File: src/rtl/stream_demux_pkg.sv
// Shared constants, FSM state type and port-decode helper for the 1-to-4 stream demultiplexer.
package stream_demux_pkg;

    localparam int NPORT = 4;
    localparam int SELW  = 2;

    typedef enum logic [0:0] {
        IDLE  = 1'b0,
        ROUTE = 1'b1
    } demux_state_t;

    function automatic logic [NPORT-1:0] port_onehot(input logic [SELW-1:0] sel);
        logic [NPORT-1:0] v;
        v = {{(NPORT-1){1'b0}}, 1'b1} << sel;
        return v;
    endfunction

endpackage

File: src/rtl/stream_demux_1to4_pkt_counter.sv
// Per-port completed-packet counter; wraps silently at 2^CW-1.
module pkt_counter
    import stream_demux_pkg::*;
#(
    parameter int CW = 8
) (
    input  logic          clk,
    input  logic          rst,
    input  logic          inc,
    output logic [CW-1:0] cnt
);

    // Count register: reset has priority over a same-cycle increment.
    always_ff @(posedge clk) begin
        if (rst) begin
            cnt <= {CW{1'b0}};
        end else if (inc) begin
            cnt <= cnt + CW'(1);
        end else begin
            cnt <= cnt;
        end
    end

endmodule

File: src/rtl/stream_demux_1to4.sv
// Registered 1-to-4 packet demultiplexer: destination latched on each packet head,
// one output register stage shared by all four ports, per-port packet counters.
module stream_demux_1to4
    import stream_demux_pkg::*;
#(
    parameter int DW = 8,
    parameter int CW = 8
) (
    input  logic                clk,
    input  logic                rst,
    input  logic                in_valid,
    output logic                in_ready,
    input  logic [DW-1:0]       in_data,
    input  logic                in_last,
    input  logic [SELW-1:0]     in_sel,
    output logic [NPORT-1:0]    out_valid,
    input  logic [NPORT-1:0]    out_ready,
    output logic [DW-1:0]       out_data,
    output logic                out_last,
    output logic                busy,
    output logic [NPORT*CW-1:0] pkt_cnt
);

    demux_state_t    state_r;
    demux_state_t    state_next_s;
    logic [SELW-1:0] dest_r;
    logic [SELW-1:0] beat_dest_s;
    logic            stage_valid_r;
    logic [SELW-1:0] stage_dest_r;
    logic [DW-1:0]   stage_data_r;
    logic            stage_last_r;
    logic            accept_s;
    logic            drain_s;
    logic [NPORT-1:0] cnt_inc_s;

    // The stage carries its own destination, so a new head can be accepted while the old beat drains.
    assign in_ready  = ~stage_valid_r | out_ready[stage_dest_r];
    assign accept_s  = in_valid & in_ready;
    assign drain_s   = stage_valid_r & out_ready[stage_dest_r];
    assign out_valid = stage_valid_r ? port_onehot(stage_dest_r) : {NPORT{1'b0}};
    assign out_data  = stage_data_r;
    assign out_last  = stage_last_r;
    assign busy      = (state_r == ROUTE);
    assign cnt_inc_s = out_valid & out_ready & {NPORT{stage_last_r}};

    // Destination of the beat currently on the input: in_sel on a head, held dest otherwise.
    always_comb begin
        beat_dest_s = dest_r;
        if (state_r == IDLE) begin
            beat_dest_s = in_sel;
        end else begin
            beat_dest_s = dest_r;
        end
    end

    // Packet framing next-state logic.
    always_comb begin
        state_next_s = state_r;
        case (state_r)
            IDLE: begin
                if (accept_s && !in_last) begin
                    state_next_s = ROUTE;
                end else begin
                    state_next_s = IDLE;
                end
            end
            ROUTE: begin
                if (accept_s && in_last) begin
                    state_next_s = IDLE;
                end else begin
                    state_next_s = ROUTE;
                end
            end
            default: state_next_s = IDLE;
        endcase
    end

    // FSM state and per-packet destination registers.
    always_ff @(posedge clk) begin
        if (rst) begin
            state_r <= IDLE;
            dest_r  <= {SELW{1'b0}};
        end else begin
            state_r <= state_next_s;
            if (accept_s) begin
                dest_r <= beat_dest_s;
            end else begin
                dest_r <= dest_r;
            end
        end
    end

    // Output stage: load on accept, empty on drain without refill, hold while stalled.
    always_ff @(posedge clk) begin
        if (rst) begin
            stage_valid_r <= 1'b0;
            stage_dest_r  <= {SELW{1'b0}};
            stage_data_r  <= {DW{1'b0}};
            stage_last_r  <= 1'b0;
        end else if (accept_s) begin
            stage_valid_r <= 1'b1;
            stage_dest_r  <= beat_dest_s;
            stage_data_r  <= in_data;
            stage_last_r  <= in_last;
        end else if (drain_s) begin
            stage_valid_r <= 1'b0;
        end else begin
            stage_valid_r <= stage_valid_r;
        end
    end

    for (genvar k = 0; k < NPORT; k++) begin : g_cnt
        pkt_counter #(
            .CW(CW)
        ) u_cnt (
            .clk(clk),
            .rst(rst),
            .inc(cnt_inc_s[k]),
            .cnt(pkt_cnt[k*CW +: CW])
        );
    end

endmodule

File: config.mk
export PLATFORM = sky130hd
export DESIGN_NAME = stream_demux_1to4
export DESIGN_NICKNAME = d
export VERILOG_FILES = /design/src/rtl/stream_demux_pkg.sv /design/src/rtl/stream_demux_1to4_pkt_counter.sv /design/src/rtl/stream_demux_1to4.sv
export SDC_FILE = /design/constraint.sdc
export NUM_CORES = 1
export LEC_CHECK = 0
export CAP_MARGIN = 10
export CORE_UTILIZATION = 60
export CTS_BUF_LIST = sky130_fd_sc_hd__clkbuf_2
export DETAILED_ROUTE_END_ITERATION = 12
export DONT_BUFFER_PORTS = 1
export GPL_TIMING_DRIVEN = 0
export PLACE_DENSITY = 0.82
export SLEW_MARGIN = 20
export SYNTH_ARGS = -nofsm -noshare
export SYNTH_HDL_FRONTEND = slang
export SYNTH_SLANG_ARGS = --single-unit
File: constraint.sdc
create_clock -name clk -period 1.92 [get_ports clk]
set_input_delay 0.288 -clock clk [delete_from_list [all_inputs] [get_ports clk]]
set_output_delay 0.288 -clock clk [all_outputs]
set_load 0.01 [all_outputs]
## Word level (Yosys, flattened, before mapping)

Index checks and enable logic that the tools add are counted.

| word-level totals | value |
|---|---|
| flip-flop bits (word level) | 45 |
| logic and storage cells | 36 |
| output and inout bits | 47 |

| operators by class | value |
|---|---|
| shift operators | 1 |
| muxes and demuxes | 9 |
| bitwise gates (word level) | 7 |
| $add $sub $neg | 4 |
| $lt $le $gt $ge | 1 |
| reductions and logical operators | 5 |

Operators with widths:

| cell | count |
|---|---|
| 8-bit by 1-bit adder with 8-bit output, second input constant | 4 |
| 4-bit AND | 2 |
| 1-bit two-way mux | 5 |
| 4-bit two-way mux | 1 |
| 1-bit by 2-bit << shifter with 4-bit output, first input constant | 1 |
| 2-bit by 3-bit < comparator with 1-bit output, second input constant | 1 |
| 1-bit AND | 2 |
| 1-bit binary-select mux with 2-bit select | 1 |
| 1-bit logical AND | 2 |
| 2-bit two-way mux | 1 |
| 1-bit inverter | 2 |
| 1-bit one-hot mux with 2 select lines | 1 |
| 2-bit AND reduction | 1 |
| 2-bit nonzero test | 1 |
| 1-bit logical NOT | 1 |
| 1-bit OR | 1 |

## Depth between registers and ports, before layout

| depth | value |
|---|---|
| depth after elaboration | 7 |
| mapped depth | 6 |
| mapped depth without buffers | 5 |

## By module

From an unflattened synthesis, not the netlist that was laid out.

| second synthesis, totals | value |
|---|---|
| cell total of the unflattened synthesis | 212 |
| area total of the unflattened synthesis | 1,985.7 µm² |

Modules (own cells, without submodules):

| module | area each (µm²) | instances | cells each |
|---|---|---|---|
| pkt_counter | 339.1 | 4 | 37 |
| stream_demux_1to4 | 629.4 | 1 | 64 |

## Least setup slack after synthesis

Ideal clock, no wire load.

| timing | value |
|---|---|
| path kind | reg2reg |
| start | register stage_last_r, in the netlist out_last |
| end | register g_cnt[0].u_cnt.cnt[7] |
| library setup time | 121 ps |
| path slack | 316 ps |
| data required time | 1,799 ps |
| buffers on the path | 1 |
| cell stages (with the launch flop) | 6 |
| period minus slack after synthesis | 1,604 ps |
| arrival time | 1,483 ps |
| cell sequence | dfxtp_1 > buf_2 > and3b_1 > nand3_1 > nor4_1 > mux2_2 |

| on the way | value |
|---|---|
| word-level cells in the longest chain between the ends | 1 |

Ends and longest elaborated chain:

| element | RTL line | text |
|---|---|---|
| start, declared | stream_demux_1to4.sv:31 | `logic stage_last_r;` |
| start signal, assigned | stream_demux_1to4.sv:104 | `stage_last_r <= in_last;` |
| 4-bit AND | stream_demux_1to4.sv:44 | `assign cnt_inc_s = out_valid & out_ready & {NPORT{stage_last_r}};` |
| end signal, assigned | stream_demux_1to4_pkt_counter.sv:16 | `cnt <= {CW{1'b0}};` |
| end signal, assigned | stream_demux_1to4_pkt_counter.sv:18 | `cnt <= cnt + CW'(1);` |
| end signal, assigned | stream_demux_1to4_pkt_counter.sv:20 | `cnt <= cnt;` |
| end, declared | stream_demux_1to4_pkt_counter.sv:10 | `output logic [CW-1:0] cnt` |

No other way between the ends.
A chain may end at the register's enable or synchronous reset.

## Worst setup path after layout

Ends and elaborated chain as after synthesis.

==> impl_metrics.toml <==
[run_status]
outcome = "finished clean"

[clocking]
clock_latency_ns = 0.40
cts_buffers = 5
cts_buffer_depth = 2
post-cts-setup-buffer-count = 0
path_clk_slew_ns = 0.21
cts_tree = "yes"
h-tree-depth = 2
cts.root.buffer_cell = "clkbuf_2"
clock_sinks = 45

[global_routing]
gr-usage-all-layers = 0.233
grt_pass1_vias = 1498
antenna_found_initial = 0
grt_max_degree = 14
overflow = 0
grt_pass1_wl_mm = 6.27

[critical_path]
setup.worst_path.start_class = "flip-flop"
arrival_ns = 2.09
reg2reg_depth = 5
rr_startpoint = "out_last"
crit_required_ns = 2.23
r2r_end = "g_cnt[0].u_cnt.cnt[7]"
cp-startpoint = "out_last"
path_class = "flip-flop to flip-flop"
crit_fanout = 8
r2r_slack_ns = 0.14
endpoint_kind = "flip-flop"

[timing]
setup-tns-final_ns = 0
worst_slew_pin_slew_ns = 0.522
slew_violations = 0
max_freq_mhz = 560
finalCritPeriodShare = 0.929
period_needed_ns = 1.78
fin_skew_ns = 0.0158
worst_slack_ns = 0.135
finalHoldViolCount = 0
maxSlewHeadroom = 0.652
rsz0062_at_grt = "no"
setup_viol = 0
whs_ns = 0.0275

[layout]
seqCellArea_um2 = 902
nFillCells = 278
finalNetCount = 270
final_layout_size_suffix_gt1_frac = 0.0887
multi_input_area_um2 = 1100
final_area_um2 = 2240
n_antenna_cell = 0
area_delta_synth_final_pct = 8.35

[placement]
placed_area_um2 = 2120
dp_hpwl_mm = 3.04
portBuffers = 0
routabilityCongestion = 0.806
preCtsSetupSlack_ns = 0.0950

[synth]
synth.net_count = 258
synth-main-ff-cell = "dfxtp_1"
syn_inst = 236
synthAdderAreaFrac = 0.0242
synth_edf_count = 0
yosysSeqAreaShare = 0.436
synth_xor_area_frac = 0.0932
muxShareOfSynthArea = 0.0647
synth-compound-area-share = 0.0623
ys_ff_latch = 45
synthesis.area_um2 = 2070
syn-mean-instance-area_um2 = 8.76
synthDistinctLibCells = 36
async_flop_share = 0
yosys_warnings = 0
synth-simple-area-share = 0.287
synth_top_family_by_area = "simple AND/OR/NAND/NOR gates"

[hold_path]
min_from = "in_data[7]"
worstHoldEndpoint = "out_data[7]"
holdPathStages = 2
min_path_type = "primary input to flip-flop"

[detailed_routing]
wirelength_mm = 4.18
drtIter0Drc = 108
avgRoutedWirePerCell_um = 14.3
routed_via_density = 5.75
ant_nets = 0
vias = 1679
drcViolationCount = 0
drtPass1Iterations = 4

[floorplanning]
core_um2 = 3150
die_y_um = 60.7
die_x_um = 60.7
initial_utilization = 0.656
dieArea_um2 = 3690
std_cell_rows = 20
ios = 65

[run]
drv_cap = 0

[pwr]
power_density_nw_per_um2 = 716
leakagePower_nw = 0.776
finalPower_mw = 1.60
max-vdd-ir-drop_v = 0.000621
cell type report:
class                           count  share of cell area
Clock inverter                      2              0.0156
Tap cell                           44              0.0246
Timing Repair Buffer                5              0.0223
Sequential cell                    45               0.403
Buffer                             10              0.0257
Clock buffer                        5              0.0112
Inverter                            3             0.00503
Multi-Input combinational cell    178               0.493
through the flow:
step                utilization  cells
finish                    0.711    292
global route              0.711    292
CTS                       0.702    290
detailed placement        0.673    280
global placement          0.673    280
floorplan                     -    236
synth_stat cells (all sizes together), types with 3 or more instances:
master / n / share of area
dfxtp: 45 / 0.44
nor2: 38 / 0.069
xnor2: 20 / 0.085
nand2: 18 / 0.034
a21oi: 11 / 0.027
nand3: 11 / 0.027
mux2i: 10 / 0.048
o21ai: 10 / 0.024
nand4: 9 / 0.027
nor4: 9 / 0.027
nor3: 7 / 0.017
buf: 6 / 0.021
or3: 5 / 0.015
clkbuf: 4 / 0.0073
ha: 4 / 0.024
nor2b: 4 / 0.013
and3: 3 / 0.0091
inv: 3 / 0.0054
mux2: 3 / 0.016
nand2b: 3 / 0.013
what timing repair did:
| action | 4_1_cts | 5_1_grt |
|---|---|---|
| hold endpoints to repair | 3 | 2 |
| gates resized for setup | 0 | 2 |
| endpoints found under the setup margin | 0 | 1 |
| hold buffers | 3 | 2 |
sequential cells by signal, summed over array words and instances (netlist names), named ones only:
| register | flops |
|---|---|
| out_data | 8 |
| stage_dest_r | 2 |
| out_last | 1 |
| g_cnt.u_cnt.cnt | 32 |
| stage_valid_r | 1 |
layout by cell type (no fill, tap or decap), drive strengths merged, types with 2 or more instances in the layout:
cell and n:
mux2 3, nand4 9, nor2 38, or3b 2, and3b 2, nor3 7
ha 4, nor4 9, buf 6, dlygate4sd3 5, nand2b 3, clkbuf 9
a21oi 11, nor2b 4, mux2i 10, and3 3, xor2 2, dfxtp 45
inv 3, nand2 18, nand3 11, or3 5, o21ai 10, xnor2 20
per-layer routing:
metal | global-route usage | vias to the layer above | part of all wire
met5 | 0 | - | 0
met4 | 0.0974 | 0 | 0.011
met3 | 0.0874 | 5 | 0.078
met2 | 0.369 | 60 | 0.48
met1 | 0.286 | 778 | 0.43
li1 | - | 836 | -
cells by family after synthesis:
family,after synthesis
buffers and inverters,13
AND/OR/NAND/NOR,116
flip-flops,45
XOR/XNOR,22
adder cells (fa/ha/maj),4
AO/OA/AOI/OAI,23
multiplexers,13
report_power, final:
group / internal, mW / total [mW] / switching, mW / leakage, nW
Clock: 0.212 / 0.498 / 0.286 / 0.0388
Combinational: 0.0548 / 0.131 / 0.0759 / 0.372
Sequential: 0.955 / 0.976 / 0.0205 / 0.365
worst max-delay path by stage:
stage / end / slack (ns) / depth (start not counted)
2_1_floorplan: g_cnt[0].u_cnt.cnt[7] / 0.32 / 5
3_3_place_gp: g_cnt[0].u_cnt.cnt[7] / 0.1 / 5
3_5_place_dp: g_cnt[0].u_cnt.cnt[7] / 0.09 / 5
4_1_cts: g_cnt[0].u_cnt.cnt[7] / 0.05 / 5
5_1_grt: g_cnt[0].u_cnt.cnt[7] / 0.04 / 5
6_report: g_cnt[0].u_cnt.cnt[7] / 0.14 / 5
worst max-delay path, cell delays in order, from the launching register on:
cell and delay, ns:
dfxtp_2 0.41, buf_2 0.20, and3b_1 0.25, nand3_1 0.15, nor4_2 0.33, mux2_2 0.36
(Power assumes the default switching activity.)
